===== config.mk =====
export PLATFORM = sky130hd
export DESIGN_NAME = multi_queue_transceiver
export DESIGN_NICKNAME = d
export VERILOG_FILES = /design/src/rtl/multi_queue_transceiver.sv
export SDC_FILE = /design/constraint.sdc
export NUM_CORES = 1
export LEC_CHECK = 0
export ABC_AREA = 1
export ABC_CLOCK_PERIOD_IN_PS = 21900
export CORE_MARGIN = 1
export CORE_UTILIZATION = 54
export CTS_CLUSTER_SIZE = 8
export DETAILED_ROUTE_END_ITERATION = 10
export PLACE_DENSITY = 0.85
export SLEW_MARGIN = 15
export SYNTH_ARGS = -nofsm -noshare
export SYNTH_HDL_FRONTEND = slang
export SYNTH_SLANG_ARGS = --single-unit

===== constraint.sdc =====
create_clock -name clk -period 21.9 [get_ports clk]
set_input_delay 4.38 -clock clk [delete_from_list [all_inputs] [get_ports clk]]
set_output_delay 4.38 -clock clk [all_outputs]
set_load 0.03 [all_outputs]

===== src/rtl/multi_queue_transceiver.sv =====
// multi_queue_transceiver: NoC switch output stage. Drains several input queues in
// round-robin order onto independent r/w-handshake output ports, with an ack timeout.

module routing_module #(
    parameter int ADDR      = 0,
    parameter int ADDR_SIZE = 4,
    parameter int PORTS_NUM = 4,
    parameter int NODES_NUM = 9,
    parameter int PW        = 3
) (
    input  logic [ADDR_SIZE-1:0] dest_sw,
    output logic [PW-1:0]        port
);
    // Nodes sit on a square mesh; XY routing: ports 0/1 = +x/-x, 2/3 = +y/-y, PORTS_NUM = self.
    function automatic int mesh_width(input int nodes);
        int w;
        w = 1;
        while (w * w < nodes) w++;
        return w;
    endfunction

    localparam int MESH_W = mesh_width(NODES_NUM);
    localparam int SELF_X = ADDR % MESH_W;
    localparam int SELF_Y = ADDR / MESH_W;

    int dest_x;
    int dest_y;

    always_comb begin
        dest_x = int'(dest_sw) % MESH_W;
        dest_y = int'(dest_sw) / MESH_W;
        port   = PW'(PORTS_NUM);
        if (dest_x > SELF_X)      port = PW'(0);
        else if (dest_x < SELF_X) port = PW'(1);
        else if (dest_y > SELF_Y) port = PW'(2);
        else if (dest_y < SELF_Y) port = PW'(3);
    end
endmodule

module multi_queue_transceiver #(
    parameter int                 ADDR       = 0,
    parameter int                 DATA_SIZE  = 32,
    parameter int                 ADDR_SIZE  = 4,
    parameter int                 PORTS_NUM  = 4,
    parameter int                 NODES_NUM  = 9,
    parameter int                 QUEUES_NUM = 5,
    parameter logic [PORTS_NUM:0] PORT_MASK  = {(PORTS_NUM + 1){1'b1}},
    parameter int                 TIMEOUT    = 16,
    localparam int                BUS_SIZE   = DATA_SIZE + ADDR_SIZE + 1
) (
    input  logic                                clk,
    input  logic                                a_rst,
    input  logic [QUEUES_NUM-1:0]               mem_empty,
    input  logic [BUS_SIZE*QUEUES_NUM-1:0]      data_i,
    input  logic [PORTS_NUM:0]                  out_w,
    output logic [QUEUES_NUM-1:0]               readed,
    output logic [PORTS_NUM:0]                  out_r,
    output logic [BUS_SIZE*(PORTS_NUM+1)-1:0]   data_o,
    output logic [7:0]                          drop_cnt,
    output logic [PORTS_NUM:0]                  port_busy
);
    localparam int NP = PORTS_NUM + 1;
    localparam int PW = (NP > 1) ? $clog2(NP) : 1;
    localparam int QW = (QUEUES_NUM > 1) ? $clog2(QUEUES_NUM) : 1;
    localparam int TW = (TIMEOUT > 1) ? $clog2(TIMEOUT) : 1;

    logic [PW-1:0]         raw_port [QUEUES_NUM];
    logic [PW-1:0]         port_sel [QUEUES_NUM];
    logic [QUEUES_NUM-1:0] elig;
    logic [QW-1:0]         rr;
    logic [QW-1:0]         gnt_q;
    logic                  gnt_vld;
    logic [PW-1:0]         gnt_port;
    logic [TW-1:0]         to_cnt [NP];
    logic [NP-1:0]         ack;
    logic [NP-1:0]         expire;

    function automatic logic [7:0] sat_add(input logic [7:0] cnt, input int inc);
        int sum;
        sum = int'(cnt) + inc;
        return (sum > 255) ? 8'hFF : 8'(sum);
    endfunction

    // A port holds an outstanding flit exactly while its valid is raised.
    assign port_busy = out_r;

    genvar q;
    generate
        for (q = 0; q < QUEUES_NUM; q++) begin : g_route
            routing_module #(
                .ADDR      (ADDR),
                .ADDR_SIZE (ADDR_SIZE),
                .PORTS_NUM (PORTS_NUM),
                .NODES_NUM (NODES_NUM),
                .PW        (PW)
            ) u_route (
                .dest_sw (data_i[q*BUS_SIZE +: ADDR_SIZE]),
                .port    (raw_port[q])
            );
            assign port_sel[q] = PORT_MASK[raw_port[q]] ? raw_port[q] : PW'(PORTS_NUM);
            assign elig[q]     = !mem_empty[q] && !readed[q] && !port_busy[port_sel[q]];
        end
    endgenerate

    // Round-robin search starts just past the last winner.
    always_comb begin
        gnt_vld = 1'b0;
        gnt_q   = '0;
        for (int i = 1; i <= QUEUES_NUM; i++) begin
            if (!gnt_vld && elig[(int'(rr) + i) % QUEUES_NUM]) begin
                gnt_vld = 1'b1;
                gnt_q   = QW'((int'(rr) + i) % QUEUES_NUM);
            end
        end
    end

    assign gnt_port = port_sel[gnt_q];

    // An ack on the expiry edge wins over the drop.
    always_comb begin
        ack    = '0;
        expire = '0;
        for (int p = 0; p < NP; p++) begin
            ack[p]    = out_r[p] && out_w[p];
            expire[p] = out_r[p] && !out_w[p] && (TIMEOUT > 0) && (to_cnt[p] == TW'(TIMEOUT - 1));
        end
    end

    always_ff @(posedge clk or posedge a_rst) begin
        if (a_rst) begin
            readed   <= '0;
            out_r    <= '0;
            data_o   <= '0;
            drop_cnt <= '0;
            rr       <= QW'(QUEUES_NUM - 1);
            for (int p = 0; p < NP; p++) to_cnt[p] <= '0;
        end else begin
            readed   <= '0;
            drop_cnt <= sat_add(drop_cnt, $countones(expire));
            for (int p = 0; p < NP; p++) begin
                if (ack[p] || expire[p]) begin
                    out_r[p]  <= 1'b0;
                    to_cnt[p] <= '0;
                end else if (out_r[p] && (TIMEOUT > 0)) begin
                    to_cnt[p] <= to_cnt[p] + TW'(1);
                end
            end
            // Granted port is idle here, so this never collides with the handshake above.
            if (gnt_vld) begin
                data_o[int'(gnt_port)*BUS_SIZE +: BUS_SIZE] <= data_i[int'(gnt_q)*BUS_SIZE +: BUS_SIZE];
                out_r[gnt_port]  <= 1'b1;
                to_cnt[gnt_port] <= '0;
                readed[gnt_q]    <= 1'b1;
                rr               <= gnt_q;
            end
        end
    end
endmodule


==> results of run 1 <==
routing by layer:
layer	GRT usage	wire [um]	up-vias
li1	-	-	7969
met1	0.526	23600	8210
met2	0.589	25800	1048
met3	0.0983	6460	169
met4	0.150	2280	0
met5	0	0	-
through the flow:
stage                     hold slack (ns)  setup slack [ns]  utilization  cells
after global routing                0.497              8.82        0.730   3008
after floorplan                     0.479             11.33            -   2287
after detailed placement            0.459              9.41        0.697   2965
final                               0.473              9.64        0.730   3009
after global placement              0.454              9.71        0.697   2965
after CTS                           0.470              9.86        0.730   3008
worst max-delay path, delay by kind of cell:
family                   cells  cell delay, ns
adder cells (fa/ha/maj)      4            1.08
buffers and inverters        7            2.57
AO/OA/AOI/OAI                4            0.50
AND/OR/NAND/NOR             27            4.06
cell usage in the layout, fill, tap and decap left out, types with 8 or more instances in the layout:
master / n
nor2_2: 8
nand2_1: 812
clkbuf_16: 35
nand3_2: 10
inv_2: 16
o21ai_0: 90
clkdlybuf4s50_1: 404
nand3_1: 137
inv_1: 214
nor3_1: 23
buf_4: 12
nand2_2: 17
ha_1: 61
xor2_1: 24
a21oi_1: 24
nor2_1: 234
nand4_1: 135
o21ai_1: 55
dfrtp_1: 225
or2_2: 25
how the worst max path moves through the flow:
stage	from	to	slack (ns)	cells past startpoint
2_1_floorplan	a_rst	data_o[0]$_DFFE_PP0P_	11.33	1
6_report	data_i[2]	data_o[59]$_DFFE_PP0P_	9.64	42
5_1_grt	data_i[2]	data_o[59]$_DFFE_PP0P_	8.82	41
3_5_place_dp	data_i[2]	data_o[64]$_DFFE_PP0P_	9.41	42
4_1_cts	data_i[2]	data_o[59]$_DFFE_PP0P_	9.86	42
3_3_place_gp	data_i[2]	data_o[59]$_DFFE_PP0P_	9.71	44
logic make-up after synthesis:
group	count (synthesis)	share of synthesized area
AOI/OAI and AO/OA	193	0.0676
xor gates and xnor gates	27	0.0157
adders and majority gates	64	0.0529
buffers and inverters	348	0.0962
DFF	226	0.364
muxes	1	0.000643
and+or+nand+nor	1428	0.403
registers in the layout, indices dropped and copies added (netlist names):
register	flops
data_o	185
to_cnt	20
drop_cnt	8
out_r	5
readed	5
rr	3
area by class of cell:
type | instances | area (um^2)
clock buffer | 41 | 898
tap | 378 | 473
sequential | 226 | 5660
inverter | 232 | 878
fill | 2240 | 7590
timing repair buffer | 416 | 4130
multi-input combinational | 1713 | 8430
antenna | 1 | 2.50
clock inverter | 2 | 16.3
==> run summary, run 1 <==
DIE
--------------------------------------------------------------------------------
Die footprint                                                        29,500 um^2
Row cnt                                                                       61
Die width                                                                 172 um
Vertical die dimension                                                    172 um
Starting Density                                                           0.554
Count of boundary I/O pins                                                   405
Area of the core                                                     28,100 um^2

LAYOUT
--------------------------------------------------------------------------------
Layout cell share with drive strength beyond 1                            0.0578
Total Nets Final                                                           2,884
Area delta synth->final                                                    31.7%
Final Cell Area                                                      20,500 um^2

DETAILED ROUTING
--------------------------------------------------------------------------------
Via/cell ratio                                                              5.78
Detailed-router iteration count before antenna repair                          6
Starting DRC count in detailed routing                                     2,184
Number of antenna-violating nets in the routed design                          0
Post-Route WL                                                          58,100 um
WL/cell                                                                  19.3 um
Number of DRC violations after detailed routing                                0
Vias                                                                      17,400

CTS
--------------------------------------------------------------------------------
CTS buffer count                                                              34
Reg clk slew, reported paths                                             0.05 ns
CTS max path bufs                                                              3
Hold bufs inserted after CTS                                                   0
Post-CTS repair timing setup buffer count                                      0
TritonCTS clock tree                                                        done
Root buffer cell                                                       clkbuf_16
Clock sink count                                                             226
Insertion delay to the later sink of the worst-skew pair                 0.51 ns
Level count of the clock H-tree                                                2
CTS-repair resized insts                                                       0

CRITICAL PATH
--------------------------------------------------------------------------------
Worst path required time                                                22.28 ns
Worst-case register-to-register setup slack                             13.15 ns
Capturing point of the worst reg2reg path                           data_o[59]$_DFFE_PP0P_
Longest individual stage delay on the worst path                         0.68 ns
Startpoint kind of the worst setup timing path                         input pin
Max stage delay cell, worst path                                           buf_4
Arrival time at the worst endpoint                                      12.64 ns
Top cell by count, worst path                                            nand2_1
Worst-case reg-to-reg path depth                                              36
Startpoint of the most critical register-to-register path           rr[0]$_DFFE_PP0N_
Type of destination of the critical path                               flip-flop
Class of the most critical setup path                               input pin to flip-flop
Maximum fanout along the worst path                                           76

MIN PATH
--------------------------------------------------------------------------------
Tightest Hold Check Type                                            flip-flop to flip-flop
Hold path cells                                                                2
Hold worst-path end                                                 data_o[174]$_DFFE_PP0P_
Startpoint of the lowest-slack hold path                            data_o[174]$_DFFE_PP0P_

TIMING
--------------------------------------------------------------------------------
Highest clock rate                                                    0.0816 GHz
Pins Over Slew Limit                                                           0
Final sum of negative setup slack                                           0 ns
Total count of hold-check failures in the final report                         0
Final setup violation count                                                    0
RSZ-0062 raised after global routing                                       false
Tightest slew margin relative to the limit                                 0.265
Measured slew at the worst slew-check pin                                1.10 ns
Final period utilization                                                   0.560
Final critical delay including setup and external delays                12.26 ns
Layout Skew                                                            0.0203 ns

GLOBAL ROUTING
--------------------------------------------------------------------------------
Final global-route overflow total                                              0
Antenna violations before repair                                               1
Gr usage total                                                             0.386
Maximum number of pins on one net before global-route repair                 110
Vias in the first global route                                            15,900
First-pass GRT wire length                                             87,700 um

RUN
--------------------------------------------------------------------------------
Max-capacitance violation count                                                0

PLACED DESIGN
--------------------------------------------------------------------------------
Global placer's final weighted congestion                                  0.989
Detailed placer's ending HPWL                                          42,400 um
Count of buffers inserted at the top-level ports                             404
Total placed instance area                                           19,600 um^2

SYNTHESIS
--------------------------------------------------------------------------------
Dominant cell type by area after synthesis                               dfrtp_1
Warnings, synthesis                                                            0
Fraction of post-synthesis cell area in the top cell type by area          0.362
Syn Inst Count                                                             2,287
EDFF count, synth                                                              0
Most frequent cell after synthesis                                       nand2_1
Post-synthesis sequential area ratio                                       0.364
Leading post-synthesis cells by cell area                           dfrtp_1, nand2_1, nor2_1
Post-synth cell types                                                         49
Mean area per synthesized cell                                         6.80 um^2
Dominant synthesized flop cell                                           dfrtp_1
Post-synthesis async set-or-reset flop share                                1.00
Top cell types by occurrence after synthesis                        nand2_1, nor2_1, dfrtp_1
Synth Cell Area                                                      15,600 um^2
Number of flip-flops and latches in the synthesized netlist                  226
Synthesized Nets                                                           2,548

RUN STATUS
--------------------------------------------------------------------------------
Result of the run                                                   complete, no violations

Power of run 1 is left out: the tool's default activity adds up to more than one toggle a clock period on the data nets, which glitch-free logic cannot reach.
==> run 2, diff against run 1 <==
--- a/config.mk
+++ b/config.mk
@@ -6,12 +6,12 @@
 export NUM_CORES = 1
 export LEC_CHECK = 0
 export ABC_AREA = 1
-export ABC_CLOCK_PERIOD_IN_PS = 21900
+export ABC_CLOCK_PERIOD_IN_PS = 10500
 export CORE_MARGIN = 1
-export CORE_UTILIZATION = 54
+export CORE_UTILIZATION = 45
 export CTS_CLUSTER_SIZE = 8
 export DETAILED_ROUTE_END_ITERATION = 10
-export PLACE_DENSITY = 0.85
+export PLACE_DENSITY = 0.76
 export SLEW_MARGIN = 15
 export SYNTH_ARGS = -nofsm -noshare
 export SYNTH_HDL_FRONTEND = slang
==> constraint.sdc (replaced) <==
create_clock -name clk -period 10.5 [get_ports clk]
set_input_delay 2.1 -clock clk [delete_from_list [all_inputs] [get_ports clk]]
set_output_delay 2.1 -clock clk [all_outputs]
set_load 0.03 [all_outputs]
==> run summary, run 2 (synthesis gave the netlist of run 1 again) <==
LAYOUT
----------------------------------------------------------------------------
Final cell count without fillers                                       3,083
Total Nets Final                                                       2,887
Area delta synth->final                                                32.7%
Most common library cell in the layout ignoring fill and taps        nand2_1
Leading registers by flop count                                 data_o (185), to_cnt (20), drop_cnt (8)
Max FFs per register                                                     185
Register with the highest flop count                                  data_o
Layout cell share with drive strength beyond 1                        0.0596
Commonest non-fill, non-tap cells in the layout                 nand2_1, clkdlybuf4s50_1, nor2_1

DETAILED ROUTING
----------------------------------------------------------------------------
Via/cell ratio                                                          5.47
Detailed-router iteration count before antenna repair                      9
Number of DRC violations after detailed routing                            0
Post-Route WL                                                      57,100 um
WL/cell                                                              18.5 um
Number of antenna-violating nets in the routed design                      0
Vias                                                                  16,900
Starting DRC count in detailed routing                                 1,458

CTS
----------------------------------------------------------------------------
TritonCTS clock tree                                                    done
Hold bufs inserted after CTS                                               0
Insertion delay to the later sink of the worst-skew pair             0.51 ns
Post-CTS repair timing setup buffer count                                  0
Clock sink count                                                         226
CTS max path bufs                                                          3
CTS-repair resized insts                                                   0
CTS buffer count                                                          34
Root buffer cell                                                   clkbuf_16
Level count of the clock H-tree                                            2
Reg clk slew, reported paths                                         0.05 ns

CRITICAL PATH
----------------------------------------------------------------------------
Class of the most critical setup path                           input pin to flip-flop
Kind of cell adding the most delay to the critical path         simple AND/OR/NAND/NOR gates
Buffers and inverters on the worst path                                    8
Worst path required time                                            10.90 ns
Max stage delay cell, worst path                                       buf_4
Maximum fanout along the worst path                                       54
Type of destination of the critical path                           flip-flop
Cell depth of the worst setup path                                        37
Worst-case reg-to-reg path depth                                          31
Top cell by count, worst path                                        nand2_1
Startpoint kind of the worst setup timing path                     input pin
Arrival time at the worst endpoint                                   9.41 ns
Longest individual stage delay on the worst path                     0.53 ns

GLOBAL ROUTING
----------------------------------------------------------------------------
First-pass GRT wire length                                         87,400 um
Final global-route overflow total                                          0
Maximum number of pins on one net before global-route repair             150
Gr usage total                                                         0.316
Antenna violations before repair                                           2
Vias in the first global route                                        15,700

TIMING
----------------------------------------------------------------------------
Total count of hold-check failures in the final report                     0
RSZ-0062 raised after global routing                                   false
Tightest slew margin relative to the limit                             0.288
Highest clock rate                                                 0.111 GHz
Final worst slack                                                    1.48 ns
Final-layout worst hold slack                                       0.468 ns
Measured slew at the worst slew-check pin                            1.07 ns
Final setup violation count                                                0
Layout Skew                                                        0.0175 ns
Final sum of negative setup slack                                       0 ns
Final period utilization                                               0.859
Pins Over Slew Limit                                                       0
Final critical delay including setup and external delays             9.02 ns

PLACED DESIGN
----------------------------------------------------------------------------
Count of buffers inserted at the top-level ports                         404
Worst Setup Slack post-DPL                                           1.15 ns
Detailed placer's ending HPWL                                      41,300 um
Global placer's final weighted congestion                              0.961
Number of placed instances, taps included                              3,038

MIN PATH
----------------------------------------------------------------------------
Tightest Hold Check Type                                        flip-flop to flip-flop
Hold path cells                                                            2

DIE
----------------------------------------------------------------------------
Count of boundary I/O pins                                               405
Die width                                                             188 um
Starting Density                                                       0.461
Die footprint                                                    35,300 um^2
Area of the core                                                 33,800 um^2
Vertical die dimension                                                188 um
Row cnt                                                                   67

RUN
----------------------------------------------------------------------------
Max-capacitance violation count                                            0

RUN STATUS
----------------------------------------------------------------------------
Result of the run                                               complete, no violations

run 2: worst reg2reg max path, delay by kind of cell, from the launching register on:
| kind | cells | cell delay [ns] |
|---|---|---|
| compound gates | 2 | 0.43 |
| xor+xnor | 2 | 0.55 |
| fa+ha+maj | 3 | 1.04 |
| buf+inv | 9 | 1.94 |
| flops | 1 | 0.86 |
| simple gates | 15 | 2.91 |
run 2: area by class of cell:
| type | count | area (um^2) |
|---|---|---|
| diodes | 1 | 2.50 |
| clock buffers | 42 | 922 |
| clock inverters | 2 | 32.5 |
| fillers | 3058 | 13100 |
| inverters | 232 | 878 |
| multi-input cells | 1713 | 8440 |
| flip-flops and latches | 226 | 5660 |
| well taps | 448 | 561 |
| repair buffers | 419 | 4160 |
run 2: worst paths after layout:
kind | from | to | slack (ns)
setup / recovery | data_i[3] | data_o[79]$_DFFE_PP0P_ | 1.48
hold / removal | data_o[168]$_DFFE_PP0P_ | data_o[168]$_DFFE_PP0P_ | 0.47
setup reg to reg | rr[0]$_DFFE_PP0N_ | data_o[79]$_DFFE_PP0P_ | 2.68
hold reg to reg | data_o[168]$_DFFE_PP0P_ | data_o[168]$_DFFE_PP0P_ | 0.47
max in group asynchronous | a_rst | data_o[108]$_DFFE_PP0P_ | 6.56
min in group asynchronous | a_rst | data_o[157]$_DFFE_PP0P_ | 2.24
run 2: layer usage:
metal / wire length (um) / part of all wire / track usage
met1: 24600 / 0.43 / 0.441
met2: 25100 / 0.44 / 0.478
met3: 5490 / 0.096 / 0.0739
met4: 1890 / 0.033 / 0.110
met5: 13 / 0.00023 / 0
run 2: metrics by stage:
stage | instance area (um^2) | util
global placement | 19700 | 0.583
detailed placement | 19700 | 0.583
finish | 20600 | 0.611
CTS | 20600 | 0.611
global route | 20600 | 0.611
floorplan | 15600 | -
Power of run 2 is left out for the same reason.
